File: src/rtl/hk_const_pkg.sv
// Shared types, defaults and helpers for the SHA-256 H/K constant store.
package hk_const_pkg;

  typedef enum logic {
    ST_FETCH = 1'b0,
    ST_DONE  = 1'b1
  } hk_state_e;

  localparam logic SEL_H = 1'b0;
  localparam logic SEL_K = 1'b1;

  localparam int unsigned DEF_DATA_W   = 32;
  localparam int unsigned DEF_H_WORDS  = 8;
  localparam int unsigned DEF_K_WORDS  = 64;
  localparam int unsigned DEF_ROM_AW   = 13;
  localparam int unsigned DEF_ROM_WAIT = 15;
  localparam int unsigned DEF_HA_W     = 3;
  localparam int unsigned DEF_KA_W     = 6;

  // Ceiling log2, never below 1 so it can size a vector directly.
  function automatic int unsigned clog2(input int unsigned v);
    int unsigned r;
    r = 0;
    for (int unsigned i = 0; i < 32; i++) begin
      if ((64'd1 << i) < 64'(v)) r = i + 1;
    end
    return (r == 0) ? 1 : r;
  endfunction

endpackage

File: src/rtl/hk_rom_fetch.sv
// Walks the ROM image one word at a time, holding each address for
// ROM_WAIT extra cycles and strobing a write when the data is valid.
module hk_rom_fetch
  import hk_const_pkg::*;
#(
  parameter int unsigned N_WORDS  = DEF_H_WORDS + DEF_K_WORDS,
  parameter int unsigned ROM_AW   = DEF_ROM_AW,
  parameter int unsigned ROM_WAIT = DEF_ROM_WAIT,
  parameter int unsigned IDX_W    = clog2(N_WORDS)
) (
  input  logic              CLK,
  input  logic              RST,
  input  logic              restart_i,
  input  logic              run_i,
  output logic [ROM_AW-1:0] rom_a_o,
  output logic [IDX_W-1:0]  idx_o,
  output logic              wr_c,
  output logic              last_c
);

  localparam int unsigned      CNT_W    = clog2(ROM_WAIT + 1);
  localparam logic [CNT_W-1:0] CNT_MAX  = CNT_W'(ROM_WAIT);
  localparam logic [IDX_W-1:0] IDX_LAST = IDX_W'(N_WORDS - 1);

  logic [CNT_W-1:0] cnt_q, cnt_d;
  logic [IDX_W-1:0] idx_q, idx_d;

  assign wr_c    = run_i && (cnt_q == CNT_MAX);
  assign last_c  = wr_c && (idx_q == IDX_LAST);
  assign rom_a_o = ROM_AW'(idx_q);
  assign idx_o   = idx_q;

  // The index parks on the last word so ROM_A never leaves the image.
  always_comb begin
    cnt_d = cnt_q;
    idx_d = idx_q;
    if (restart_i) begin
      cnt_d = '0;
      idx_d = '0;
    end else if (run_i) begin
      if (cnt_q == CNT_MAX) begin
        cnt_d = '0;
        if (idx_q != IDX_LAST) idx_d = idx_q + IDX_W'(1);
      end else begin
        cnt_d = cnt_q + CNT_W'(1);
      end
    end
  end

  always_ff @(posedge CLK) begin
    if (RST) begin
      cnt_q <= '0;
      idx_q <= '0;
    end else begin
      cnt_q <= cnt_d;
      idx_q <= idx_d;
    end
  end

endmodule

File: src/rtl/hk_const_loader.sv
// SHA-256 H/K constant store: copies the image from a slow ROM after reset
// or LOAD, then serves single-word reads with a one-cycle req/ack.
module hk_const_loader
  import hk_const_pkg::*;
#(
  parameter int unsigned DATA_W   = DEF_DATA_W,
  parameter int unsigned H_WORDS  = DEF_H_WORDS,
  parameter int unsigned K_WORDS  = DEF_K_WORDS,
  parameter int unsigned ROM_AW   = DEF_ROM_AW,
  parameter int unsigned ROM_WAIT = DEF_ROM_WAIT,
  parameter int unsigned HA_W     = DEF_HA_W,
  parameter int unsigned KA_W     = DEF_KA_W
) (
  input  logic              CLK,
  input  logic              RST,
  input  logic              LOAD,
  output logic [ROM_AW-1:0] ROM_A,
  input  logic [DATA_W-1:0] ROM_D,
  input  logic              SEL,
  input  logic [HA_W-1:0]   H_ADDR,
  input  logic [KA_W-1:0]   K_ADDR,
  input  logic              RD_REQ,
  output logic              RD_ACK,
  output logic [DATA_W-1:0] RD_DATA,
  output logic              RDY,
  output logic              BUSY,
  output logic              ERR
);

  localparam int unsigned N_WORDS = H_WORDS + K_WORDS;
  localparam int unsigned IDX_W   = clog2(N_WORDS);

  if (64'(N_WORDS) > (64'd1 << ROM_AW)) begin : g_bad_rom_aw
    $error("hk_const_loader: H_WORDS+K_WORDS does not fit in ROM_AW address bits");
  end
  if (HA_W < clog2(H_WORDS) || KA_W < clog2(K_WORDS)) begin : g_bad_addr_w
    $error("hk_const_loader: HA_W/KA_W too narrow for H_WORDS/K_WORDS");
  end

  hk_state_e         state_q;
  logic              rdy_q, busy_q, ack_q, err_q;
  logic [DATA_W-1:0] data_q;
  logic [DATA_W-1:0] mem_q [N_WORDS];

  logic              run_c, restart_c, wr_c, last_c;
  logic [IDX_W-1:0]  wr_idx;
  logic [IDX_W-1:0]  rd_idx_c;
  logic              rd_oob_c;

  assign run_c     = (state_q == ST_FETCH);
  assign restart_c = (state_q == ST_DONE) && LOAD;

  hk_rom_fetch #(
    .N_WORDS  (N_WORDS),
    .ROM_AW   (ROM_AW),
    .ROM_WAIT (ROM_WAIT),
    .IDX_W    (IDX_W)
  ) u_fetch (
    .CLK       (CLK),
    .RST       (RST),
    .restart_i (restart_c),
    .run_i     (run_c),
    .rom_a_o   (ROM_A),
    .idx_o     (wr_idx),
    .wr_c      (wr_c),
    .last_c    (last_c)
  );

  // K words sit directly after the H words in the flat array.
  always_comb begin
    rd_oob_c = 1'b0;
    rd_idx_c = IDX_W'(H_ADDR);
    if (SEL == SEL_K) begin
      rd_oob_c = (32'(K_ADDR) >= K_WORDS);
      rd_idx_c = IDX_W'(H_WORDS) + IDX_W'(K_ADDR);
    end else begin
      rd_oob_c = (32'(H_ADDR) >= H_WORDS);
    end
  end

  // Storage is deliberately not reset; a reset only restarts the copy.
  always_ff @(posedge CLK) begin
    if (!RST && wr_c) mem_q[wr_idx] <= ROM_D;
  end

  always_ff @(posedge CLK) begin
    if (RST) begin
      state_q <= ST_FETCH;
      rdy_q   <= 1'b0;
      busy_q  <= 1'b1;
      ack_q   <= 1'b0;
      data_q  <= '0;
      err_q   <= 1'b0;
    end else begin
      ack_q <= 1'b0;
      case (state_q)
        ST_FETCH: begin
          if (RD_REQ) err_q <= 1'b1;
          if (last_c) begin
            state_q <= ST_DONE;
            rdy_q   <= 1'b1;
            busy_q  <= 1'b0;
          end
        end
        ST_DONE: begin
          // A read arriving with LOAD is dropped without an ack.
          if (LOAD) begin
            state_q <= ST_FETCH;
            rdy_q   <= 1'b0;
            busy_q  <= 1'b1;
          end else if (RD_REQ) begin
            ack_q <= 1'b1;
            if (rd_oob_c) begin
              data_q <= '0;
              err_q  <= 1'b1;
            end else begin
              data_q <= mem_q[rd_idx_c];
            end
          end
        end
        default: state_q <= ST_FETCH;
      endcase
    end
  end

  assign RDY     = rdy_q;
  assign BUSY    = busy_q;
  assign RD_ACK  = ack_q;
  assign RD_DATA = data_q;
  assign ERR     = err_q;

endmodule

File: config.mk
export PLATFORM = sky130hd
export DESIGN_NAME = hk_const_loader
export DESIGN_NICKNAME = d
export VERILOG_FILES = /design/src/rtl/hk_const_pkg.sv /design/src/rtl/hk_rom_fetch.sv /design/src/rtl/hk_const_loader.sv
export SDC_FILE = /design/constraint.sdc
export NUM_CORES = 2
export LEC_CHECK = 0
export BUFFER_PORTS_ARGS = -buffer_cell sky130_fd_sc_hd__buf_2
export CAP_MARGIN = 20
export CORE_UTILIZATION = 42
export CTS_BUF_LIST = sky130_fd_sc_hd__clkbuf_16
export CTS_CLUSTER_DIAMETER = 150
export DETAILED_ROUTE_END_ITERATION = 7
export SYNTH_ARGS = -nofsm -noshare
export SYNTH_HDL_FRONTEND = slang
export SYNTH_SLANG_ARGS = --single-unit
File: constraint.sdc
create_clock -name CLK -period 3.1 [get_ports CLK]
set_input_delay 0.31 -clock CLK [delete_from_list [all_inputs] [get_ports CLK]]
set_output_delay 0.31 -clock CLK [all_outputs]
set_load 0.02 [all_outputs]
==> flow_metrics.py <==
metrics = {
    "worst_setup_path": {
        "critPathMaxFanout": 17,
        "crit_type": "flip-flop to flip-flop",
        "critPathRequiredTime_ps": 3600,
        "rr_startpoint": "u_fetch.cnt_q[0]",
        "reg2reg_to": "mem_q[58][7]",
        "rrSetupSlack_ps": 340,
        "startpoint_type": "flip-flop",
        "worstPathArrival_ps": 3260,
        "reg2reg_depth": 8,
        "worst_setup_path_end_kind": "flip-flop",
    },
    "grt": {
        "grt_max_degree": 73,
        "grt_pass1_vias": 48550,
        "antenna_found_initial": 7,
        "grt_pass1_wl_um": 359400,
        "grt_use_total": 0.2317,
        "overflow": 0,
    },
    "layout": {
        "syn2layout_area_growth_pct": 17.45,
        "final_nets": 5221,
        "fill_cells": 17270,
        "final-seq-area_um2": 70150,
        "final_cell_count_no_fill": 8210,
        "stdcell_area_um2": 106600,
        "multi_input_area_um2": 19740,
        "drive_above_1_share": 0.2717,
    },
    "cts": {
        "hold_buffers": 7,
        "clockRootBuffer": "clkbuf_16",
        "cts_resized": 0,
        "clock_path_buffers": 3,
        "clk_latency_ps": 890,
        "ctsHtreeMaxLevel": 4,
        "clkTransAtPathRegs_ps": 70,
        "cts_tree": "yes",
        "clock_sinks": 2352,
        "post-cts-setup-buffer-count": 0,
        "cts_buffers": 227,
    },
    "synthesis": {
        "synth_edf_count": 2304,
        "yosysSeqAreaShare": 0.7728,
        "yosys-top-cells-area": "edfxtp_1 76%, mux4_2 12%, nand2_1 2.5%, nand3_1 1.2%, dfxtp_1 1.1%",
        "synth.most_common_cell": "edfxtp_1",
        "ys_ff_latch": 2352,
        "yosysTopAreaCell": "edfxtp_1",
        "syn_inst": 4660,
        "ys.warnings.count": 0,
        "async_reset_ff_frac": 0,
        "syn_area_um2": 90770,
        "synthDominantCellAreaShare": 0.7622,
        "netlist_top_cells_count": "2,304 x edfxtp_1, 605 x nand2_1, 493 x mux4_2, 216 x nand3_1, 160 x a21oi_1",
        "yosysUniqueCellTypes": 64,
        "syn_avg_cell_area_um2": 19.48,
        "synth_flop_cell": "edfxtp_1",
    },
    "routing": {
        "wirelength_um": 252200,
        "vias": 48550,
        "ant_nets": 0,
        "drt_iter0_drc": 5888,
        "first_pass_iters": 6,
        "via_per_inst": 5.913,
        "drc": 0,
        "routedWlPerCell_um": 30.71,
    },
    "place": {
        "post-dp-hpwl_um": 152500,
        "place_area_um2": 98960,
        "pre_cts_slack_ps": -146.3,
        "finalWeightedCongestion": 0.8996,
        "io_buffer_count": 88,
        "dp.cells": 7764,
    },
    "timing": {
        "slew_headroom": 0.2289,
        "setup_slack_ps": 337.7,
        "slew_violations": 0,
        "finClkSkew_ps": 57.87,
        "fin_crit_ps": 2762,
        "fmaxAchievable_mhz": 362.0,
        "hold_viol": 0,
        "finalSetupViolCount": 0,
        "fin_crit_sh": 0.8911,
        "worst_pin_slew_ps": 1157,
        "rsz0062_at_grt": "false",
    },
    "min_path": {
        "holdPathStages": 1,
        "holdPathEnd": "mem_q[17][2]",
        "hold_path.class": "primary input to flip-flop",
        "min_from": "ROM_D[2]",
    },
    "power": {
        "seqPwrFrac": 0.524,
        "swShare": 0.2222,
        "p_leak_nw": 34.61,
        "internal_power_mw": 51.79,
        "clock_power_share": 0.411,
        "ir_worst_vdd_v": 0.0005930,
        "share_comb_of_total_power": 0.065,
        "power_density_nw_per_um2": 624.5,
        "power_switching_mw": 14.79,
    },
    "floorplanning": {
        "die_area_um2": 218000,
        "row_count": 170,
        "start_util": 0.4229,
        "die_h_um": 466.9,
        "die_w_um": 466.9,
        "core_um2": 214600,
        "ioPinCount": 95,
    },
    "flow_run": {
        "drv_cap": 0,
    },
    "outcome": {
        "outcome": "completed",
    },
}
-- critical path, cell delays in order (launching register included) --
cell and delay [ps]:
dfxtp_1 380, ha_1 190, nor2b_1 260, nand3_1 130
nor3_1 430, nand2_1 100, buf_4 260, nor2_4 170
buf_4 410
-- metrics by stage --
step	power, mW	util	hold WS [ps]	TNS (ps)
2_1_floorplan	37.91	-	408.9	-202450
3_3_place_gp	39.82	0.4610	435.2	-548.1
3_5_place_dp	39.86	0.4611	440.6	-611.5
4_1_cts	67.00	0.4960	11.58	0
5_1_grt	68.37	0.4967	31.59	0
6_report	66.58	0.4967	49.72	0
-- cell usage in the layout (no fill, tap or decap), drive strengths merged, types with 6 or more instances in the layout --
cell type,n
inv,55
o21ai,31
o211ai,11
dfxtp,48
a21o,23
mux2,15
clkinvlp,13
clkinv,123
a211oi,14
o221ai,10
buf,535
nor3,26
o22ai,32
nor2,122
bufinv,21
nor2b,9
dlygate4sd3,12
clkbuf,228
a311oi,11
a21oi,160
nand2,605
a31oi,16
nand3,216
a2bb2oi,7
nor4,35
nand4,29
mux2i,87
a221oi,7
o31ai,7
conb,6
mux4,493
edfxtp,2304
-- power groups by stage --
| stage | clock network [mW] | registers [mW] | logic [mW] |
|---|---|---|---|
| CTS | 27.8 | 34.9 | 4.31 |
| detailed placement | 0 | 35.6 | 4.29 |
| floorplan | 0 | 35.6 | 2.34 |
| finish | 27.4 | 34.9 | 4.31 |
| global route | 28.9 | 34.9 | 4.56 |
| global placement | 0 | 35.6 | 4.25 |
-- layout make-up --
cell class	instances	area share
Sequential cell	2352	0.6580
Multi-Input combinational cell	2031	0.1852
Clock buffer	228	0.05352
Timing Repair Buffer	547	0.05340
Tap cell	2838	0.03331
Clock inverter	199	0.01613
Inverter	13	0.0004577
Antenna cell	2	0.00004694
-- logic make-up after synthesis --
family                   Yosys count  share of synthesized area
flip-flops                      2352                     0.7728
AND/OR/NAND/NOR                 1060                    0.04980
multiplexers                     595                     0.1339
AO/OA/AOI/OAI                    359                    0.02495
buffers and inverters            282                    0.01730
XOR/XNOR                           8                  0.0007720
adder cells (fa/ha/maj)            3                  0.0004136
other                              1                 0.00004131
-- how the worst max path moves through the flow --
| stage | from | end | slack (ps) | cells past startpoint |
|---|---|---|---|---|
| 3_3_place_gp | SEL | RD_DATA[19] | -130 | 9 |
| 2_1_floorplan | u_fetch.cnt_q[0] | mem_q[55][0] | -160 | 8 |
| 5_1_grt | u_fetch.cnt_q[0] | mem_q[56][23] | 180 | 8 |
| 4_1_cts | u_fetch.cnt_q[0] | mem_q[54][26] | 340 | 8 |
| 6_report | u_fetch.cnt_q[0] | mem_q[58][7] | 340 | 8 |
| 3_5_place_dp | SEL | RD_DATA[19] | -150 | 9 |
-- state kept, by name, summed over array words and instances, names as in the netlist --
register,cells
u_fetch.idx_o,7
RDY,1
u_fetch.cnt_q,4
mem_q,2304
BUSY,1
state_q,1
RD_DATA,32
ERR,1
RD_ACK,1
-- metal layers --
metal,track usage,share of wire,wire length (um)
met1,0.3287,0.41,104600
met2,0.3689,0.48,120000
met3,0.03948,0.081,20300
met4,0.06676,0.029,7290
met5,0,0,0
(Power assumes the default switching activity.)
